$ cat src/rtl/dnn_pkg.sv
// dnn_pkg
// Definitions shared by the DNN classifier and its feeders.
//   DNN_DATA_WIDTH : default bits per grid row (one bit per board column)
//   DNN_ROW_NUM    : default rows per grid
//   hold_state_t   : holding-buffer state encoding, also used by the DNN FSM file
package dnn_pkg;

  localparam int DNN_DATA_WIDTH = 8;
  localparam int DNN_ROW_NUM    = 8;

  typedef enum logic [1:0] {
    H_EMPTY  = 2'd0,
    H_FULL   = 2'd1,
    H_ISSUED = 2'd2
  } hold_state_t;

endpackage

$ cat src/rtl/grid_frame_loader_if.sv
// grid_frame_loader_if
// Byte-stream handshake carrying board rows into the grid loader.
//   in_valid : source byte valid
//   in_sof   : current byte is row 0 of a new grid
//   in_data  : row payload, one bit per column
//   in_ready : loader can accept; a byte moves when in_valid && in_ready
// Modports: master = byte source, slave = loader.
interface grid_frame_loader_if #(
  parameter int DATA_WIDTH = 8
);

  logic                  in_valid;
  logic                  in_sof;
  logic [DATA_WIDTH-1:0] in_data;
  logic                  in_ready;

  modport master (
    output in_valid,
    output in_sof,
    output in_data,
    input  in_ready
  );

  modport slave (
    input  in_valid,
    input  in_sof,
    input  in_data,
    output in_ready
  );

endinterface

$ cat src/rtl/grid_row_assembler.sv
// grid_row_assembler
// Assembly buffer: collects ROW_NUM rows of one grid from the byte stream,
// resynchronising on in_sof and flagging framing errors.
//   clk, nrst  : clock, asynchronous active-low reset
//   bus        : byte-stream slave (drives in_ready = !asm_full)
//   clear      : holding stage has copied the rows out; frees the buffer
//   asm_full   : all ROW_NUM rows written and waiting for the copy
//   rows       : assembled row registers
//   err_resync : one-cycle pulse on an orphan byte or a restarted partial grid
module grid_row_assembler
  import dnn_pkg::*;
#(
  parameter int DATA_WIDTH = DNN_DATA_WIDTH,
  parameter int ROW_NUM    = DNN_ROW_NUM
) (
  input  logic                  clk,
  input  logic                  nrst,
  grid_frame_loader_if.slave    bus,
  input  logic                  clear,
  output logic                  asm_full,
  output logic [DATA_WIDTH-1:0] rows [ROW_NUM],
  output logic                  err_resync
);

  localparam int IDX_W = $clog2(ROW_NUM);
  localparam logic [IDX_W-1:0] LAST_IDX = IDX_W'(ROW_NUM - 1);

  logic [IDX_W-1:0] idx;
  logic             accept;

  // Back-pressure only exists while a finished grid is still waiting to be
  // copied into the holding stage.
  assign bus.in_ready = !asm_full;
  assign accept       = bus.in_valid && !asm_full;

  // Row capture and framing. An SOF byte always restarts at row 0, even when
  // it arrives where the last row of a grid was expected, so a grid can only
  // complete on a non-SOF byte. A non-SOF byte with no grid in progress has
  // nowhere to go and is dropped. clear and accept never coincide because
  // clear is only raised while asm_full holds in_ready low.
  always_ff @(posedge clk or negedge nrst) begin
    if (!nrst) begin
      idx        <= '0;
      asm_full   <= 1'b0;
      err_resync <= 1'b0;
      for (int i = 0; i < ROW_NUM; i++) rows[i] <= '0;
    end else begin
      err_resync <= 1'b0;
      if (clear) asm_full <= 1'b0;
      if (accept) begin
        if (bus.in_sof) begin
          rows[0] <= bus.in_data;
          idx     <= IDX_W'(1);
          if (idx != '0) err_resync <= 1'b1;
        end else if (idx == '0) begin
          err_resync <= 1'b1;
        end else begin
          rows[idx] <= bus.in_data;
          if (idx == LAST_IDX) begin
            asm_full <= 1'b1;
            idx      <= '0;
          end else begin
            idx <= idx + IDX_W'(1);
          end
        end
      end
    end
  end

endmodule

$ cat src/rtl/grid_frame_loader.sv
// grid_frame_loader
// Upstream feeder for the DNN block: assembles ROW_NUM-row grids from a byte
// stream and presents each as a single-cycle pulse once the DNN is free.
//   clk, nrst     : clock, asynchronous active-low reset
//   bus           : byte-stream slave (in_valid/in_sof/in_data/in_ready)
//   nn_occupied   : DNN busy (level-sensitive)
//   grid_ov       : one-cycle grid-valid pulse to the DNN
//   grid_od       : holding-buffer rows, stable around each pulse
//   err_resync    : one-cycle framing-error pulse
//   frames_issued : wrapping count of grid_ov pulses
module grid_frame_loader
  import dnn_pkg::*;
#(
  parameter int DATA_WIDTH = DNN_DATA_WIDTH,
  parameter int ROW_NUM    = DNN_ROW_NUM,
  parameter int CNT_WIDTH  = 16
) (
  input  logic                  clk,
  input  logic                  nrst,
  grid_frame_loader_if.slave    bus,
  input  logic                  nn_occupied,
  output logic                  grid_ov,
  output logic [DATA_WIDTH-1:0] grid_od [ROW_NUM],
  output logic                  err_resync,
  output logic [CNT_WIDTH-1:0]  frames_issued
);

  hold_state_t           state;
  logic                  asm_full;
  logic                  hold_load;
  logic [DATA_WIDTH-1:0] asm_rows [ROW_NUM];

  // The copy into holding and the release of the assembly buffer share one
  // edge, so the assembler is cleared straight from the current state.
  assign hold_load = (state == H_EMPTY) && asm_full;

  grid_row_assembler #(
    .DATA_WIDTH (DATA_WIDTH),
    .ROW_NUM    (ROW_NUM)
  ) u_asm (
    .clk        (clk),
    .nrst       (nrst),
    .bus        (bus),
    .clear      (hold_load),
    .asm_full   (asm_full),
    .rows       (asm_rows),
    .err_resync (err_resync)
  );

  // Holding FSM. grid_od is loaded only on the EMPTY->FULL copy, so it stays
  // put through the pulse and the ISSUED guard cycle that follows, which is
  // when the DNN raises its occupied flag.
  always_ff @(posedge clk or negedge nrst) begin
    if (!nrst) begin
      state         <= H_EMPTY;
      grid_ov       <= 1'b0;
      frames_issued <= '0;
      for (int i = 0; i < ROW_NUM; i++) grid_od[i] <= '0;
    end else begin
      grid_ov <= 1'b0;
      case (state)
        H_EMPTY: begin
          if (asm_full) begin
            grid_od <= asm_rows;
            state   <= H_FULL;
          end
        end
        H_FULL: begin
          if (!nn_occupied) begin
            grid_ov       <= 1'b1;
            frames_issued <= frames_issued + CNT_WIDTH'(1);
            state         <= H_ISSUED;
          end
        end
        H_ISSUED: state <= H_EMPTY;
        default:  state <= H_EMPTY;
      endcase
    end
  end

endmodule

$ cat src/flat_wrapper.sv
// flat-port wrapper written by rule: the top's interface ports become plain ports
module grid_frame_loader_flat import dnn_pkg::*;
#(
  parameter int DATA_WIDTH = DNN_DATA_WIDTH,
  parameter int ROW_NUM    = DNN_ROW_NUM,
  parameter int CNT_WIDTH  = 16
)
  (clk, nrst, nn_occupied, grid_ov, grid_od, err_resync, frames_issued, bus_in_valid, bus_in_sof, bus_in_data, bus_in_ready);
  grid_frame_loader_if #(.DATA_WIDTH(DATA_WIDTH)) bus_i ();
  input  logic clk;
  input  logic nrst;
  input  logic nn_occupied;
  output logic grid_ov;
  output logic [DATA_WIDTH-1:0] grid_od[ROW_NUM];
  output logic err_resync;
  output logic [CNT_WIDTH-1:0] frames_issued;
  input wire logic [$bits(bus_i.in_valid)-1:0] bus_in_valid;
  input wire logic [$bits(bus_i.in_sof)-1:0] bus_in_sof;
  input wire logic [$bits(bus_i.in_data)-1:0] bus_in_data;
  output wire logic [$bits(bus_i.in_ready)-1:0] bus_in_ready;
  assign bus_i.in_valid = bus_in_valid;
  assign bus_i.in_sof = bus_in_sof;
  assign bus_i.in_data = bus_in_data;
  assign bus_in_ready = bus_i.in_ready;
  grid_frame_loader #(.DATA_WIDTH(DATA_WIDTH), .ROW_NUM(ROW_NUM), .CNT_WIDTH(CNT_WIDTH)) u_core (.clk(clk), .nrst(nrst), .bus(bus_i), .nn_occupied(nn_occupied), .grid_ov(grid_ov), .grid_od(grid_od), .err_resync(err_resync), .frames_issued(frames_issued));
endmodule
$ cat config.mk
export PLATFORM = sky130hd
export DESIGN_NAME = grid_frame_loader_flat
export DESIGN_NICKNAME = d
export VERILOG_FILES = /design/src/rtl/dnn_pkg.sv /design/src/rtl/grid_frame_loader_if.sv /design/src/rtl/grid_row_assembler.sv /design/src/rtl/grid_frame_loader.sv /design/src/flat_wrapper.sv
export SDC_FILE = /design/constraint.sdc
export NUM_CORES = 1
export LEC_CHECK = 0
export CORE_UTILIZATION = 45
export DETAILED_ROUTE_END_ITERATION = 12
export GPL_TIMING_DRIVEN = 0
export PLACE_DENSITY = 0.75
export SYNTH_ARGS = -nofsm -noshare
export SYNTH_HDL_FRONTEND = slang
export SYNTH_HIERARCHICAL = 1
export SYNTH_SLANG_ARGS = --single-unit
$ cat constraint.sdc
create_clock -name clk -period 2.6 [get_ports clk]
set_input_delay 0.52 -clock clk [delete_from_list [all_inputs] [get_ports clk]]
set_output_delay 0.52 -clock clk [all_outputs]
set_load 0.005 [all_outputs]
==> After elaboration in Yosys (flattened, before gate mapping) <==
Cells that the tools add are included.
{ "totals": {"reg_bits": 152, "latch_bits": 0, "ram_bits": 0, "rom_bits": 0, "inputBits": 13, "out_inout_bits": 83, "elab_cells": 69, "mem_count": 0} }
{ "op_classes": {"n_addsub": 2, "multipliers": 0, "div_mod_pow": 0, "order_cmp": 2, "n_eq_ne": 5, "shift": 0, "muxes": 22, "bitwise": 4, "reduce_logical": 12} }
{ "ops": {"columns": ["op", "count"], "rows": [
  ["bitwise mux 64 bit", 1],
  ["2-to-1 mux 64 bit", 1],
  ["demux 8 bit (select 3 bit)", 1],
  ["adder 16 x 1 -> 16 bit (second input constant)", 1],
  ["2-to-1 mux 8 bit", 2],
  ["2-to-1 mux 1 bit", 11],
  ["2-to-1 mux 3 bit", 3],
  ["AND reduction 2 bit", 4],
  ["inequality test 2 bit (second input constant)", 3],
  [">= comparator 4 bit (second input constant)", 1],
  ["< comparator 4 x 1 -> 1 bit (second input constant)", 1],
  ["2-to-1 mux 2 bit", 2],
  ["NOT 3 -> 4 bit", 1],
  ["case mux 2 bit (2 select lines)", 1],
  ["adder 3 x 1 -> 3 bit (second input constant)", 1],
  ["equality test 3 bit (second input constant)", 1],
  ["logical AND 1 bit", 3],
  ["zero test 3 bit", 1],
  ["NOT 1 bit", 3],
  ["AND reduction 3 bit", 1],
  ["nonzero test 3 bit", 1],
  ["equality test 2 x 1 -> 1 bit (second input constant)", 1],
  ["zero test 2 bit", 1],
  ["zero test 1 bit", 1]
]} }

==> Logic depth before layout (Yosys ltp) <==
Gate-level depths: netlist of run 1.
{ "depth": {"depth_word": 8, "mapped_depth": 10, "ltp_nobuf": 8} }

==> Hierarchy <==
The synthesis of run 1 kept the hierarchy.
{ "modules_own_cells": {"columns": ["module", "instances", "cells_per_inst", "area_each_um2", "seq_area_each_um2"], "rows": [
  ["grid_frame_loader", 1, 202, 3184.3, 2077.0],
  ["grid_row_assembler", 1, 193, 2839.0, 1726.7]
]} }

==> Worst setup path before layout of run 1 <==
No wires, ideal clock.
{ "synth_path": {"path_type": "register to register", "startpoint": "reg u_core.u_asm.idx[0]", "endpoint": "reg u_core/u_asm/rows[24] (netlist bit)", "setup_time_ps": 125, "arrival_ps": 2085, "required_time_ps": 2475, "slack_ps": 390, "stages_incl_launch_ff": 11, "path_buffers": 2, "synth_period_minus_slack_ps": 2210, "path_cell_list": "dfrtp_1 > buf_2 > inv_1 > ha_1 > nor2b_1 > inv_1 > ha_1 > nand4b_2 > or3_1 > buf_6 > mux2_4"} }
{ "synth_between": {"elab_chain_len": 6, "elab_cells_between_ends": 10, "classes_between": "order compare (2); mux (3); bitwise (2); reduce/logical (3)"} }
{ "synth_lines": {"columns": ["element", "line_no", "rtl"], "rows": [
  ["from (decl)", "grid_row_assembler.sv:28", "logic [IDX_W-1:0] idx;"],
  ["from (signal assigned)", "grid_row_assembler.sv:63", "idx <= idx + IDX_W'(1);"],
  ["NOT 3 -> 4 bit (not written as such)", "grid_row_assembler.sv:58", "rows[idx] <= bus.in_data;"],
  [">= comparator 4 bit (not written as such) or < comparator 4 x 1 -> 1 bit (tied branches)", "grid_row_assembler.sv:58", null],
  ["logical AND 1 bit (not written as such)", "grid_row_assembler.sv:58", null],
  ["2-to-1 mux 8 bit (not written as such)", "grid_row_assembler.sv:58", null],
  ["demux 8 bit (select 3 bit)", "grid_row_assembler.sv:58", null],
  ["bitwise mux 64 bit", "grid_row_assembler.sv:58", null],
  ["to (signal, indexed assignment)", "grid_row_assembler.sv:58", null],
  ["to (decl)", "grid_row_assembler.sv:21", "output logic [DATA_WIDTH-1:0] rows [ROW_NUM],"]
]} }
Several ways; a longest one is shown, not always the timed one.
A chain may end at the register's enable or synchronous reset.

==> Worst setup path in the final report of run 1 <==
{ "layout_path": {"startpoint": "reg u_core.u_asm.idx[0]", "endpoint": "reg u_core/u_asm/rows[25] (netlist bit)"} }
Same word-level chain as after synthesis.

==> impl_metrics.tcl, run 1 <==
set metrics [dict create \
    drt_iter0_drc 178 \
    critical_path_class "register to register" \
    synthesis.area_um2 6020 \
    dp.cells 662 \
    top_layer "met4" \
    setup_viol 0 \
    die_w_um 118 \
    port_buffers 94 \
    clock-skew-final_ps 11.1 \
    seq_area_frac_synth_pct 63.1 \
    fin_cells 692 \
    rsz0062_at_grt "no" \
    grt_pass1_wl_mm 20.0 \
    met3_length_um 553 \
    core-area_um2 12800 \
    p_switching_uw 2270 \
    finalHoldViolCount 0 \
    htree_levels 4 \
    synth_area_leaders "dfrtp_1, mux2_2, mux2_4, xnor2_1, mux2i_1" \
    grt_usage_pct 18.8 \
    met1_length_mm 5.34 \
    ys.flop_type "dfrtp_1" \
    final_util_pct 60.7 \
    wl_per_cell_um 17.3 \
    whs_ps 94.2 \
    cts_root_buf "clkbuf_16" \
    area_growth_pct 29.3 \
    viasPerCell 5.08 \
    synth_fp_nets 414 \
    syn-instance-count 395 \
    dr.pass1.iters 4 \
    grt_antenna_before_repair 0 \
    yosysTopAreaCell "dfrtp_1" \
    nNetsFinal 530 \
    max_freq_mhz 404 \
    worstMarginPinSlew_ps 1070 \
    placed_area_um2 7210 \
    row_count 41 \
    clock_latency_ps 410 \
    maxSlewViolCount 0 \
    rr_endpoint "u_core/u_asm/rows[25]" \
    p_leak_uw 0.00364 \
    synth.most_common_cell "dfrtp_1" \
    timing.rr.start "u_core/u_asm/idx[0]" \
    fin_crit_ps 2470 \
    fin_tns_setup_ps 0 \
    yosysWarnings 6 \
    num_io_pins 96 \
    r2r_slack_ps 130 \
    powerDensity_nw_per_um2 1080 \
    endpoint_kind "register" \
    synth_area_per_cell_um2 15.2 \
    ys_ff_latch 152 \
    hold_path.class "input port to async pin" \
    ys_types 36 \
    dieHeight_um 118 \
    dr_total_vias 3514 \
    cts_tree "done" \
    ff2ff_path_depth 10 \
    drc 0 \
    cts.clk_slew.worst_paths_ps 60 \
    dr_wl_met2_mm 5.95 \
    overflow 0 \
    cp-start-kind "register" \
    cp.arrival_ps 2760 \
    cts.sinks 152 \
    dp_hpwl_mm 8.04 \
    cts_made_buffers 17 \
    power_frac_seq_pct 43.4 \
    insertedDiodeCount 0 \
    final_area_um2 7790 \
    cts_buffer_depth 2 \
    cp_max_fo 8 \
    p_sw_share_pct 26.9 \
    synth_common_cells "dfrtp_1, mux2_2, inv_1, nand2_1, xnor2_1" \
    gp_congestion 0.823 \
    comb_power_share_pct 31.5 \
    slew_headroom_pct 27.8 \
    worstPathRequired_ps 2890 \
    maxCapViolCount 0 \
    dieArea_um2 13900 \
    outcome "finished clean" \
    drive_gt1_share_pct 33.3 \
    grt_max_degree 89 \
    start_util_pct 47.0 \
    peakVddDrop_mv 0.622 \
    grt_pass1_vias 3824 \
    synth_edf_count 0 \
    ant_nets 0 \
    drt-total-wl_mm 12.0 \
    internal_power_uw 6160 \
    period_share_pct 95.1 \
    clkPwrFrac_pct 25.1 \
    synthArstFlopShare_pct 100 \
    yosysTopAreaCellShare_pct 63.1 \
]
repair_timing:
item / in CTS / in global routing
setup buffers: 0 / 2
resized for setup: 0 / 11
endpoints found under the setup margin: 16 / 48
pin swaps: 0 / 1
cloned: 0 / 0
hold buffers: 0 / 0
power groups by stage:
stage                     clock network, uW  logic (uW)  registers (uW)
after floorplan                           0        1390            3620
after global placement                    0        2550            3660
after detailed placement                  0        2630            3700
after CTS                              2180        2650            3670
after global routing                   2280        2870            3800
final                                  2120        2660            3670
routing by layer:
layer | GRT usage [%] | vias to the layer above
li1 | - | 1606
met1 | 24.2 | 1814
met2 | 30.6 | 83
met3 | 4.22 | 11
met4 | 8.01 | 0
met5 | 0 | -
sequential cells by signal, indices dropped and copies added (netlist names):
name / count
u_core/frames_issued: 16
u_core/grid_od: 64
u_core/u_asm/err_resync: 1
u_core/grid_ov: 1
u_core/u_asm/asm_full: 1
u_core/state: 2
u_core/u_asm/idx: 3
u_core/u_asm/rows: 64
per-stage QoR:
step                      power, uW  worst slack (ps)
after floorplan                5010               390
after global placement         6210             -4780
after detailed placement       6330             -42.5
after CTS                      8510             -68.1
after global routing           8940              8.50
final                          8440               127
cell families after synthesis:
family,after synthesis,synth area share [%]
flops,152,63.1
buf+inv,29,2.58
compound gates,14,1.23
mux,129,24.4
xor+xnor,15,2.18
simple gates,50,5.17
fa+ha+maj,6,1.25
cell type report:
cell class                      count  area [um2]
Fill cell                         988        5040
Sequential cell                   152        3800
Multi-Input combinational cell    214        2100
Timing Repair Buffer               97         997
Clock buffer                       24         482
Tap cell                          172         215
Buffer                             16         114
Inverter                           13        48.8
Clock inverter                      4        22.5
worst max-delay path, cell delays in order (launching register included):
cell      delay, ps
dfrtp_1         340
clkbuf_4        200
inv_1           130
ha_1            230
nor2b_1         160
inv_1            80
ha_2            210
nand4b_4        160
or3_1           360
buf_6           170
mux2_4          300
worst max-delay path by stage:
stage	depth (start not counted)	from	end
after floorplan	10	u_core/u_asm/idx[0]	u_core/u_asm/rows[24]
after global placement	1	nrst	u_core/grid_od[55]
after detailed placement	9	u_core/u_asm/idx[0]	u_core/u_asm/rows[11]
after CTS	9	u_core/u_asm/idx[0]	u_core/u_asm/rows[11]
after global routing	10	u_core/u_asm/idx[0]	u_core/u_asm/rows[34]
final	10	u_core/u_asm/idx[0]	u_core/u_asm/rows[25]
cell usage in the layout, fill, tap and decap left out, types with 4 or more instances in the layout:
| master | netlist | layout |
|---|---|---|
| mux2_2 | 112 | 112 |
| dfrtp_1 | 152 | 152 |
| mux2_4 | 8 | 8 |
| nand3_1 | 8 | 6 |
| inv_1 | 13 | 13 |
| nand2_1 | 13 | 13 |
| clkdlybuf4s50_1 | 0 | 93 |
| clkbuf_16 | 0 | 17 |
| buf_2 | 7 | 4 |
| xnor2_1 | 13 | 13 |
| mux2i_1 | 8 | 8 |
| nand4_1 | 4 | 4 |
| ha_1 | 6 | 5 |
| clkbuf_1 | 1 | 5 |
| o21ai_0 | 10 | 10 |
| buf_4 | 6 | 8 |
No activity file was read; power rests on OpenSTA's default activity.
==> run 2, diff against run 1 <==
CTS_CLUSTER_DIAMETER = 40   (was default)
==> results of run 2 <==
Final layout, timing and power as in run 1 (identical DEF).
==> run 3, diff against run 2 <==
ABC_CLOCK_PERIOD_IN_PS = 2600   (was default)
REMOVE_ABC_BUFFERS = 1   (was default)
==> run 3 against run 2 <==
Against the previous run:
- cell count shrank 1.3%
- hold slack lost 74 ps
- utilization grew 0.11 points
- critical path depth shrank 2
- sequential power is essentially flat
- wire length shrank 1.0%
- first-iteration DRC count shrank 6.2%
==> impl_metrics.tcl, run 3 (synthesis results as in run 1) <==
set metrics [dict create \
    htree_levels 4 \
    critical_path_class "register to register" \
    fill_cells 1019 \
    endpoint_kind "register" \
    maxSlewViolCount 0 \
    maxCapViolCount 0 \
    cp.arrival_ps 2780 \
    multi_input_area_um2 2110 \
    p_switching_uw 2320 \
    cp-start-kind "register" \
    comb_power_share_pct 30.4 \
    nNetsFinal 517 \
    clkPwrFrac_pct 26.3 \
    grt_usage_pct 18.5 \
    internal_power_uw 6220 \
    final_cell_mix "dfrtp_1, mux2_2, clkdlybuf4s50_1, clkbuf_16" \
    die_w_um 118 \
    dp_hpwl_mm 7.73 \
    hold_path.class "input port to async pin" \
    hold_buffers 0 \
    clock_latency_ps 420 \
    drt-total-wl_mm 11.9 \
    slew_headroom_pct 33.4 \
    grt_pass1_vias 3797 \
    grt_pass1_wl_mm 19.5 \
    max_freq_mhz 403 \
    finalHoldViolCount 0 \
    start_util_pct 47.0 \
    regArea_um2 3810 \
    core-area_um2 12800 \
    fin_crit_ps 2480 \
    row_count 41 \
    cts_buffer_depth 2 \
    cts_tree "done" \
    cts_made_buffers 17 \
    worstMarginPinSlew_ps 990 \
    peakVddDrop_mv 0.648 \
    drt_iter0_drc 167 \
    area_growth_pct 29.5 \
    dr_total_vias 3489 \
    insertedDiodeCount 0 \
    reg.largest.list "u_core/grid_od: 64 flops, u_core/u_asm/rows: 64 flops, u_core/frames_issued: 16 flops" \
    cts.sinks 152 \
    setup_viol 0 \
    cts_root_buf "clkbuf_16" \
    power_frac_seq_pct 43.3 \
    rsz0062_at_grt "yes" \
    cp_max_fo 9 \
    grt_antenna_before_repair 0 \
    viasPerCell 5.11 \
    p_sw_share_pct 27.2 \
    clock-skew-final_ps 5.74 \
    num_io_pins 96 \
    ant_nets 0 \
    port_buffers 95 \
    p_leak_uw 0.00360 \
    dieHeight_um 118 \
    dr.pass1.iters 4 \
    gp_congestion 0.792 \
    wl_per_cell_um 17.4 \
    dieArea_um2 13900 \
    drc 0 \
    period_share_pct 95.3 \
    grt_max_degree 108 \
    overflow 0 \
    r2r_slack_ps 120 \
    layout_commonest_cell "dfrtp_1" \
    drive_gt1_share_pct 33.3 \
    worstPathRequired_ps 2900 \
    cts.clk_slew.worst_paths_ps 60 \
    fin_tns_setup_ps 0 \
    outcome "finished clean" \
    powerDensity_nw_per_um2 1100 \
    whs_ps 20.7 \
]
[run 3: path summary, 6_finish.rpt]
kind | from | cells past startpoint | end
setup / recovery | u_core/u_asm/idx[0] | 8 | u_core/u_asm/rows[28]
hold / removal | nrst | 1 | u_core/frames_issued[15]
setup reg to reg | u_core/u_asm/idx[0] | 8 | u_core/u_asm/rows[28]
hold reg to reg | u_core/frames_issued[15] | 1 | u_core/frames_issued[15]
max in group asynchronous | nrst | 2 | u_core/grid_od[1]
min in group clk | u_core/frames_issued[15] | 1 | u_core/frames_issued[15]
[run 3: worst max-delay path, stage by stage (launching register included)]
cell and delay (ps):
dfrtp_2 470, inv_1 160, ha_1 240, nor2b_1 160, inv_1 70, ha_1 190, nand4b_2 260, or3_4 500
mux2_4 320
[run 3: layout make-up]
class / instances / area share [%]
flip-flops and latches: 152 / 48.8
multi-input cells: 214 / 27.1
clock buffers: 25 / 6.48
clock inverters: 7 / 0.545
repair buffers: 100 / 13.7
well taps: 172 / 2.76
inverters: 13 / 0.626
[run 3: routing by layer]
metal | GRT usage [%] | share of wire, %
met1 | 24.0 | 46
met2 | 28.1 | 47
met3 | 7.32 | 6.4
met4 | 6.57 | 1.1
met5 | 0 | 0
[run 3: power groups by stage]
stage / registers, uW / clock network [uW] / logic, uW
after floorplan: 3640 / 0 / 1320
after global placement: 3680 / 0 / 2460
after detailed placement: 3730 / 0 / 2590
after CTS: 3700 / 2300 / 2620
after global routing: 3810 / 2390 / 2820
final: 3700 / 2250 / 2600
[run 3: through the flow]
stage	util (%)	instance area, um2	std cells	total power (uW)	setup slack [ps]
floorplan	-	5920	379	4960	-1220
global placement	55.2	7080	646	6140	-4790
detailed placement	55.9	7170	649	6320	-369
CTS	60.3	7740	681	8630	17.1
global route	60.8	7800	683	9020	0.0175
finish	60.8	7800	683	8540	121
[run 3: timing repair]
action	4_1_cts	5_1_grt
gates resized for setup	5	6
buffers inserted	0	2
pin swaps	0	2
gates cloned	0	0
setup endpoints to repair	21	64
